<file path="src/rtl/spi_master_param_if.sv">
// Host and pin signals of the parametrised SPI master, bundled for port use.
// The master modport is the SPI master's own view; the slave modport is the
// view of whatever drives it (host logic and the SPI slave device).
interface spi_master_param_if #(
  parameter int DATA_W = 8,
  parameter int NUM_SS = 4,
  parameter int DIV_W  = 8
);
  localparam int SS_W = (NUM_SS > 1) ? $clog2(NUM_SS) : 1;

  logic              start;
  logic [1:0]        mode;
  logic              lsb_first;
  logic [DIV_W-1:0]  clkdiv;
  logic [SS_W-1:0]   ss_sel;
  logic [DATA_W-1:0] tx_data;
  logic              busy;
  logic              done;
  logic [DATA_W-1:0] rx_data;
  logic              sclk;
  logic              mosi;
  logic              miso;
  logic [NUM_SS-1:0] ss_n;

  modport master (
    input  start, mode, lsb_first, clkdiv, ss_sel, tx_data, miso,
    output busy, done, rx_data, sclk, mosi, ss_n
  );

  modport slave (
    output start, mode, lsb_first, clkdiv, ss_sel, tx_data, miso,
    input  busy, done, rx_data, sclk, mosi, ss_n
  );
endinterface

</file>
<file path="src/rtl/spi_master_param.sv">
// Parametrised SPI master running entirely on the system clock. sclk is a
// registered output produced by the FSM, never used as a clock. Frame width,
// slave count and divider width are parameters; mode, bit order, divider and
// slave index are latched per transfer.
module spi_master_param #(
  parameter int DATA_W = 8,
  parameter int NUM_SS = 4,
  parameter int DIV_W  = 8
) (
  input logic                clk,
  input logic                rst,
  spi_master_param_if.master bus
);
  localparam int SS_W  = (NUM_SS > 1) ? $clog2(NUM_SS) : 1;
  localparam int BC_W  = $clog2(DATA_W + 1);
  localparam int IDX_W = $clog2(DATA_W);
  localparam logic [SS_W:0] SS_LIMIT = (SS_W + 1)'(NUM_SS);

  typedef enum logic [2:0] {IDLE, SETUP, LEAD, TRAIL, HOLD} state_t;

  state_t            state;
  logic [DIV_W-1:0]  hcnt;
  logic [DIV_W-1:0]  div_q;
  logic [BC_W-1:0]   bit_cnt;
  logic              cpol_q;
  logic              cpha_q;
  logic              lsb_q;
  logic [DATA_W-1:0] tx_q;
  logic [DATA_W-1:0] rx_sr;
  logic              busy_r;
  logic              done_r;
  logic [DATA_W-1:0] rx_r;
  logic              sclk_r;
  logic              mosi_r;
  logic [NUM_SS-1:0] ss_n_r;

  // Physical bit position of the k-th bit on the wire. Transmit and receive
  // share it, so received bits land where they were sent from.
  function automatic logic [IDX_W-1:0] bit_pos(input logic [BC_W-1:0] k,
                                               input logic lsb);
    logic [BC_W-1:0] p;
    p = lsb ? k : (BC_W'(DATA_W - 1) - k);
    return p[IDX_W-1:0];
  endfunction

  logic            ss_ok;
  logic            accept;
  logic            tick;
  logic            last_bit;
  logic            lead_ev;
  logic            trail_ev;
  logic [BC_W-1:0] bit_nxt;

  assign ss_ok    = {1'b0, bus.ss_sel} < SS_LIMIT;
  assign accept   = (state == IDLE) && bus.start && ss_ok;
  assign tick     = (state != IDLE) && (hcnt == '0);
  assign last_bit = (bit_cnt == BC_W'(DATA_W));
  // Clock edge that moves sclk to its leading (non-idle) level.
  assign lead_ev  = tick && ((state == SETUP) || ((state == TRAIL) && !last_bit));
  // Clock edge that returns sclk to its idle level.
  assign trail_ev = tick && (state == LEAD);
  assign bit_nxt  = bit_cnt + 1'b1;

  // Control FSM: acceptance, half-period timing, sequencing and pin outputs.
  always_ff @(posedge clk or posedge rst) begin
    if (rst) begin
      state   <= IDLE;
      hcnt    <= '0;
      div_q   <= '0;
      bit_cnt <= '0;
      cpol_q  <= 1'b0;
      cpha_q  <= 1'b0;
      lsb_q   <= 1'b0;
      busy_r  <= 1'b0;
      done_r  <= 1'b0;
      rx_r    <= '0;
      sclk_r  <= 1'b0;
      mosi_r  <= 1'b0;
      ss_n_r  <= '1;
    end else begin
      done_r <= 1'b0;
      if (state == IDLE) begin
        // Idle clock level tracks the live CPOL so the bus parks correctly
        // before the first select.
        sclk_r <= bus.mode[1];
        if (accept) begin
          state   <= SETUP;
          hcnt    <= bus.clkdiv;
          div_q   <= bus.clkdiv;
          bit_cnt <= '0;
          cpol_q  <= bus.mode[1];
          cpha_q  <= bus.mode[0];
          lsb_q   <= bus.lsb_first;
          busy_r  <= 1'b1;
          ss_n_r  <= ~(NUM_SS'(1) << bus.ss_sel);
          mosi_r  <= bus.mode[0] ? 1'b0 : bus.tx_data[bit_pos('0, bus.lsb_first)];
        end
      end else if (!tick) begin
        hcnt <= hcnt - 1'b1;
      end else begin
        hcnt <= div_q;
        unique case (state)
          SETUP, TRAIL: begin
            if (lead_ev) begin
              state  <= LEAD;
              sclk_r <= ~cpol_q;
              if (cpha_q) mosi_r <= tx_q[bit_pos(bit_cnt, lsb_q)];
            end else begin
              state <= HOLD;
            end
          end
          LEAD: begin
            state   <= TRAIL;
            sclk_r  <= cpol_q;
            bit_cnt <= bit_nxt;
            // CPHA=0 shifts on trailing edges, but not after the final bit.
            if (!cpha_q && (bit_cnt < BC_W'(DATA_W - 1)))
              mosi_r <= tx_q[bit_pos(bit_nxt, lsb_q)];
          end
          HOLD: begin
            state   <= IDLE;
            hcnt    <= '0;
            bit_cnt <= '0;
            busy_r  <= 1'b0;
            done_r  <= 1'b1;
            rx_r    <= rx_sr;
            ss_n_r  <= '1;
            mosi_r  <= 1'b0;
            sclk_r  <= bus.mode[1];
          end
          default: state <= IDLE;
        endcase
      end
    end
  end

  // Frame data: latch transmit frame at acceptance, capture miso in place on
  // the edge selected by CPHA (leading for CPHA=0, trailing for CPHA=1).
  always_ff @(posedge clk) begin
    if (accept) tx_q <= bus.tx_data;
    if ((lead_ev && !cpha_q) || (trail_ev && cpha_q))
      rx_sr[bit_pos(bit_cnt, lsb_q)] <= bus.miso;
  end

  assign bus.busy    = busy_r;
  assign bus.done    = done_r;
  assign bus.rx_data = rx_r;
  assign bus.sclk    = sclk_r;
  assign bus.mosi    = mosi_r;
  assign bus.ss_n    = ss_n_r;
endmodule

</file>
<file path="src/flat_wrapper.sv">
// flat-port wrapper written by rule: the top's interface ports become plain ports
module spi_master_param_flat 
#(
  parameter int DATA_W = 8,
  parameter int NUM_SS = 4,
  parameter int DIV_W  = 8
)
  (clk, rst, bus_start, bus_mode, bus_lsb_first, bus_clkdiv, bus_ss_sel, bus_tx_data, bus_miso, bus_busy, bus_done, bus_rx_data, bus_sclk, bus_mosi, bus_ss_n);
  spi_master_param_if #(.DATA_W(DATA_W), .NUM_SS(NUM_SS), .DIV_W(DIV_W)) bus_i ();
  input logic clk;
  input logic rst;
  input wire logic [$bits(bus_i.start)-1:0] bus_start;
  input wire logic [$bits(bus_i.mode)-1:0] bus_mode;
  input wire logic [$bits(bus_i.lsb_first)-1:0] bus_lsb_first;
  input wire logic [$bits(bus_i.clkdiv)-1:0] bus_clkdiv;
  input wire logic [$bits(bus_i.ss_sel)-1:0] bus_ss_sel;
  input wire logic [$bits(bus_i.tx_data)-1:0] bus_tx_data;
  input wire logic [$bits(bus_i.miso)-1:0] bus_miso;
  output wire logic [$bits(bus_i.busy)-1:0] bus_busy;
  output wire logic [$bits(bus_i.done)-1:0] bus_done;
  output wire logic [$bits(bus_i.rx_data)-1:0] bus_rx_data;
  output wire logic [$bits(bus_i.sclk)-1:0] bus_sclk;
  output wire logic [$bits(bus_i.mosi)-1:0] bus_mosi;
  output wire logic [$bits(bus_i.ss_n)-1:0] bus_ss_n;
  assign bus_i.start = bus_start;
  assign bus_i.mode = bus_mode;
  assign bus_i.lsb_first = bus_lsb_first;
  assign bus_i.clkdiv = bus_clkdiv;
  assign bus_i.ss_sel = bus_ss_sel;
  assign bus_i.tx_data = bus_tx_data;
  assign bus_i.miso = bus_miso;
  assign bus_busy = bus_i.busy;
  assign bus_done = bus_i.done;
  assign bus_rx_data = bus_i.rx_data;
  assign bus_sclk = bus_i.sclk;
  assign bus_mosi = bus_i.mosi;
  assign bus_ss_n = bus_i.ss_n;
  spi_master_param #(.DATA_W(DATA_W), .NUM_SS(NUM_SS), .DIV_W(DIV_W)) u_core (.clk(clk), .rst(rst), .bus(bus_i));
endmodule
</file>
<file path="config.mk">
export PLATFORM = sky130hd
export DESIGN_NAME = spi_master_param_flat
export DESIGN_NICKNAME = d
export VERILOG_FILES = /design/src/rtl/spi_master_param_if.sv /design/src/rtl/spi_master_param.sv /design/src/flat_wrapper.sv
export SDC_FILE = /design/constraint.sdc
export NUM_CORES = 1
export LEC_CHECK = 0
export BUFFER_PORTS_ARGS = -buffer_cell sky130_fd_sc_hd__buf_2
export CORE_MARGIN = 2
export CORE_UTILIZATION = 35
export CTS_BUF_LIST = sky130_fd_sc_hd__clkbuf_8
export CTS_CLUSTER_DIAMETER = 150
export DETAILED_ROUTE_END_ITERATION = 7
export GPL_TIMING_DRIVEN = 0
export PLACE_DENSITY = 0.57
export SYNTH_ARGS = -nofsm -noshare
export SYNTH_HDL_FRONTEND = slang
export SYNTH_SLANG_ARGS = --single-unit
</file>
<file path="constraint.sdc">
create_clock -name clk -period 3.98 [get_ports clk]
set_input_delay 1.194 -clock clk [delete_from_list [all_inputs] [get_ports clk]]
set_output_delay 1.194 -clock clk [all_outputs]
set_load 0.01 [all_outputs]
</file>
### Word-level counts from Yosys, hierarchy flattened

Cells that the tools add are included.

* word-level logic and storage cells: 113
* input bits: 25
* flip-flop bits (word level): 58

* equal/unequal tests: 9
* mux-type cells: 48
* $lt $le $gt $ge: 5
* reductions and logical operators: 28
* shift operators: 1
* bitwise logic cells: 3
* add/sub/neg operators: 4

Operators with widths (number)
* 8-bit 2-to-1 mux: 4
* 4-bit 2-to-1 mux: 7
* 1-bit 2-to-1 mux: 21
* 3-bit 2-to-1 mux: 7
* 3-bit by 4-bit < comparator with 1-bit output (second input constant): 3
* 3-bit AND reduction: 4
* 1-bit binary-select mux with 3-bit select: 3
* 1-bit logical AND: 9
* 8-bit bitwise mux: 1
* 8-bit zero test: 1
* 4-bit one-hot mux with 2 select lines: 1
* 8-bit by 1-bit subtractor with 8-bit output (second input constant): 1
* 3-bit by 2-bit equality test with 1-bit output (second input constant): 2
* 3-bit by 1-bit != test with 1-bit output (second input constant): 2
* 1-bit one-hot mux with 3 select lines: 2
* 3-bit one-hot mux with 2 select lines: 1
* 6-bit AND reduction: 1
* 3-bit nonzero test: 2
* 3-bit subtractor (first input constant): 2
* 4-bit by 1-bit adder with 4-bit output (second input constant): 1
* 4-bit equality test (second input constant): 1
* 4-bit by 3-bit < comparator with 1-bit output (second input constant): 1
* 4-bit NOT: 1
* 2-bit AND reduction: 2
* other kinds (14): 18

### Logic depth before layout (Yosys ltp)

* depth after elaboration: 9
* depth in mapped cells: 9
* mapped depth without buffers: 7

### Worst setup path before layout

OpenSTA, ideal clock, no wires.

* path kind: in2reg
* from: input bus_start
* to: register u_core.tx_q[0], enable pin
* path slack: 1714 ps
* cell stages on the path: 3
* buffers on the path: 1
* arrival time: 1891 ps
* library setup time: 375 ps
* path through: nand2_1 -> inv_2 -> clkbuf_1

* longest elaborated chain between the ends: 1

Ends and longest elaborated chain
* start, declared: line flat_wrapper.sv:12 `input wire logic [$bits(bus_i.start)-1:0] bus_start;`
* 1-bit logical AND: line spi_master_param.sv:55 `assign accept = (state == IDLE) && bus.start && ss_ok;`
* net u_core.accept: line spi_master_param.sv:47 `logic accept;`
* end signal, assigned: line spi_master_param.sv:140 `if (accept) tx_q <= bus.tx_data;`
* end, declared: line spi_master_param.sv:28 `logic [DATA_W-1:0] tx_q;`

The timed path passes the listed nets, and every way through them passes these cells.
A chain may end at the register's enable or synchronous reset.

### Worst setup path in the final report

* from: register u_core.bit_cnt[1]
* to: register u_core.mosi_r (netlist: u_core.bus.mosi)

* longest elaborated chain between the ends: 9
* elaborated cells between the ends (all ways): 25

Ends and longest elaborated chain
* start, declared: line spi_master_param.sv:24 `logic [BC_W-1:0] bit_cnt;`
* start signal, assigned: line spi_master_param.sv:115 `bit_cnt <= bit_nxt;`
* 4-bit by 1-bit adder with 4-bit output / 3-bit subtractor (equally long branches): line spi_master_param.sv:62, spi_master_param.sv:42
* 3-bit subtractor / 3-bit 2-to-1 mux (equally long branches): line spi_master_param.sv:42 `p = lsb ? k : (BC_W'(DATA_W - 1) - k);`
* 3-bit 2-to-1 mux / 1-bit binary-select mux with 3-bit select (equally long branches): line spi_master_param.sv:42, spi_master_param.sv:107
* 1-bit binary-select mux with 3-bit select / 1-bit 2-to-1 mux (equally long branches): line spi_master_param.sv:118, spi_master_param.sv:107
* 1-bit 2-to-1 mux, on equally long branches: line spi_master_param.sv:118, spi_master_param.sv:107
* 1-bit 2-to-1 mux, on equally long branches: line spi_master_param.sv:117, spi_master_param.sv:104
* 1-bit one-hot mux with 3 select lines: line spi_master_param.sv:102 `unique case (state)`
* 1-bit 2-to-1 mux: line spi_master_param.sv:98 `end else if (!tick) begin`
* 1-bit 2-to-1 mux: line spi_master_param.sv:82 `if (state == IDLE) begin`
* end signal, assigned: line spi_master_param.sv:96 `mosi_r <= bus.mode[0] ? 1'b0 : bus.tx_data[bit_pos('0, bus.lsb_first)];`
* end signal, assigned: line spi_master_param.sv:107 `if (cpha_q) mosi_r <= tx_q[bit_pos(bit_cnt, lsb_q)];`
* end signal, assigned: line spi_master_param.sv:118 `mosi_r <= tx_q[bit_pos(bit_nxt, lsb_q)];`
* end, declared: line spi_master_param.sv:34 `logic mosi_r;`

Parallel ways exist; a longest one is shown, timed or not. The select of a mux whose other input is x is not followed.

==> run summary <==
Status: finished, final reports clean
Tot GR Track Use: 15.1%
Post-CTS setup buffers: 0
Fmax achieved: 373 MHz
Worst-path clk slew: 0.07 ns
Worst Path Max Fanout: 10
CTS tree: yes
Worst hold slack: 0.477 ns
Critical path buffer and inverter count: 3
Flops & latches, synth: 58
Max Cap Violations: 0
Htree depth: 3
Post-synthesis sequential area ratio: 49.8%
1st-pass router iterations: 5
Port-buffer cells: 40
Fin crit period: 2.68 ns
Syn_nets: 325
Final Cycle Share: 67.4%
Reg area: 0.00154 sq mm
Slowest stage delay, CP: 0.39 ns
Dominant synthesized flop cell: dfrtp_1
Top Family by Delay on Critical Path: compound AO/OA/AOI/OAI gates
Critical-path top delay cell: mux2_2
WP data arrival: 2.89 ns
Post-Syn Area: 0.00308 sq mm
Critical path class: reg2reg
Top-level port count: 41
Vias in the first global route: 2301
Die Ht: 97.9 um
Worst setup SP type: register
Vias post-DR: 2429
Die width: 97.9 um
Setup tns final: 0 ns
Leakage power: 1.52 nW
Resize count post-CTS: 0
Power Dens Cells: 578 mW/mm^2
Layout cells sized above 1: 26.9%
Slew Viols, Final: 0
Synthesis Warnings: 0
Row count: 34
Cts bufs inserted: 9
Core Box Area: 0.00864 sq mm
Clock latency on the worst-skew pair: 0.33 ns
Slew at the pin with the worst max-slew slack: 0.963 ns
RD Place Congestion: 0.854
Die area: 0.00958 sq mm
CTS Hold Bufs: 0
Final setup vio count: 0
Total gr overflow: 0
Cell taking the most area after synthesis: dfrtp_1
Dpl hpwl: 4910 um
Multi-input logic area: 0.00145 sq mm
Synth top area share: 30.8%
Slew HR: 35.8%
Sink Count: 58
Initial DRC count: 125
Yosys cell types: 61
N_diodes: 0
RSZ-0062 raised after global routing: no
Critical path required time: 4.19 ns
CTS max path bufs: 2
First-pass GRT wire length: 11600 um
DR vias/cell: 5.27
Initial antenna violation count: 0
Clk root buf: clkbuf_8
Final #Nets: 377
Antenna-violating nets left: 0
Gate Count Post-Synth: 296
Maximum VDD drop: 276 uV
Syn Area/Cell: 10.4 sq um
Async set-or-reset flop fraction in the synthesized netlist: 72.4%
Clock Skews: 0.0115 ns
EDFF count, synth: 16
Top cells by area, synth: dfrtp_1 31%, edfxtp_1 16%, nand2_1 5.6%
Area growth from synthesis to layout: 17.9%
Final Hold Vio Count: 0
# fillers: 860
Wire per inst: 15.0 um
Final WL: 6910 um
CP endpoint kind: register
Largest net degree at the start of global routing: 35
Post-route DRC violation count: 0
Initial Utilization: 35.7%
HP Class: reg2reg
Critical path cell sequence: buf_2 -> inv_1 -> ha_1 -> clkbuf_1 -> mux2_2 -> o311ai_0 -> o21ai_0 -> a211oi_1 -> o2bb2ai_1
-- power by group --
part	switching [mW]	internal, mW
combinational	0.364	0.309
sequential	0.115	0.767
clock	0.230	0.316
total	0.709	1.39
-- cells in the final DEF (no fill, tap or decap), types with 2 or more instances in the layout --
cell type  count
nand2_1       46
buf_2         43
dfrtp_1       38
nor2_1        23
edfxtp_1      16
mux2_2        14
inv_1         13
o21ai_0       13
a21oi_1       12
clkbuf_8      11
clkbuf_1       9
mux2i_1        8
nand2b_1       7
a31oi_1        5
nor2b_1        5
nor3b_1        4
nor3_1         4
nand3_1        4
mux4_2         4
ha_1           4
dfstp_2        4
o22ai_1        3
a22o_1         3
a22o_2         3
nor4_1         2
inv_2          2
or3_1          2
or2_2          2
a22oi_1        2
a221oi_1       2
and3_1         2
or2b_2         2
o21a_1         2
o22a_1         2
and2_1         2
nand4b_1       2
a211o_1        2
o2bb2ai_1      2
nand4_1        2
o221ai_1       2
-- per-stage QoR --
step	instance area (sq um)	instances	setup slack [ns]	utilization, %	power [mW]
after floorplan	3080	296	1.71	-	1.38
after global placement	3420	444	1.03	39.6	1.55
after detailed placement	3440	445	0.985	39.8	1.56
after CTS	3640	461	1.35	42.1	2.11
after global routing	3640	461	1.11	42.1	2.24
final	3640	461	1.30	42.1	2.10
-- cells by family (layout without fill, tap and decap cells) --
family | Yosys count | after routing | share of synthesized area, %
AOI/OAI and AO/OA | 67 | 67 | 15.1
xor gates and xnor gates | 1 | 1 | 0.730
adders and majority gates | 4 | 4 | 1.62
buffers and inverters | 25 | 82 | 3.29
DFF | 58 | 58 | 49.8
muxes | 26 | 26 | 10.6
and+or+nand+nor | 115 | 115 | 18.8
-- per-layer routing --
metal | routed length, um | global-route usage (%) | vias to the layer above | part of all wire, %
met5 | 0 | 0 | - | 0
met4 | 53 | 4.17 | 0 | 0.77
met1 | 3370 | 21.3 | 1165 | 49
li1 | - | - | 1191 | -
met3 | 342 | 4.37 | 4 | 5.0
met2 | 3140 | 22.9 | 69 | 45
-- flip-flops by register name, summed over array words and instances (netlist names) --
signal	count
u_core.state	3
u_core.lsb_q	1
u_core.div_q	8
u_core.bus.rx_data	8
u_core.cpol_q	1
u_core.hcnt	8
u_core.bit_cnt	4
u_core.bus.sclk	1
u_core.cpha_q	1
u_core.bus.ss_n	4
u_core.tx_q	8
u_core.bus.busy	1
u_core.bus.mosi	1
u_core.bus.done	1
u_core.rx_sr	8
-- path summary, 6_finish.rpt --
check,start,to,slack (ns),cells after the start
max,u_core.bit_cnt[1],u_core.bus.mosi,1.30,9
min,u_core.rx_sr[4],u_core.bus.rx_data[4],0.48,1
max reg2reg,u_core.bit_cnt[1],u_core.bus.mosi,1.30,9
min reg2reg,u_core.rx_sr[4],u_core.bus.rx_data[4],0.48,1
max in group asynchronous,rst,u_core.bus.ss_n[1],2.69,3
min in group asynchronous,rst,u_core.bus.rx_data[4],0.77,2
-- synth_stat cells (3+ instances only) --
| library cell | count |
|---|---|
| a31oi_1 | 5 |
| a22o_2 | 3 |
| nand2b_1 | 7 |
| nor2_1 | 23 |
| inv_1 | 11 |
| nor3b_1 | 4 |
| nand3_1 | 4 |
| clkbuf_1 | 9 |
| a21oi_1 | 12 |
| mux4_2 | 4 |
| a22o_1 | 3 |
| dfstp_2 | 4 |
| nand2_1 | 46 |
| ha_1 | 4 |
| dfrtp_1 | 38 |
| o22ai_1 | 3 |
| mux2i_1 | 8 |
| o21ai_0 | 13 |
| buf_2 | 3 |
| edfxtp_1 | 16 |
| nor3_1 | 4 |
| mux2_2 | 14 |
| nor2b_1 | 5 |
-- worst reg2reg max path, delay by kind of cell, from the launching register on --
kind,cells,cell delay (ns)
AOI/OAI and AO/OA,4,0.80
muxes,1,0.39
buffers and inverters,3,0.73
DFF,1,0.34
adders and majority gates,1,0.30
-- cell type report --
type | instances | share of cell area [%]
plain buffers | 13 | 1.55
clock buffers | 11 | 4.16
clock inverters | 5 | 1.27
inverters | 12 | 1.24
multi-input cells | 213 | 39.7
flip-flops and latches | 58 | 42.3
well taps | 108 | 3.72
repair buffers | 41 | 6.06
No activity file was read; power rests on OpenSTA's default activity.
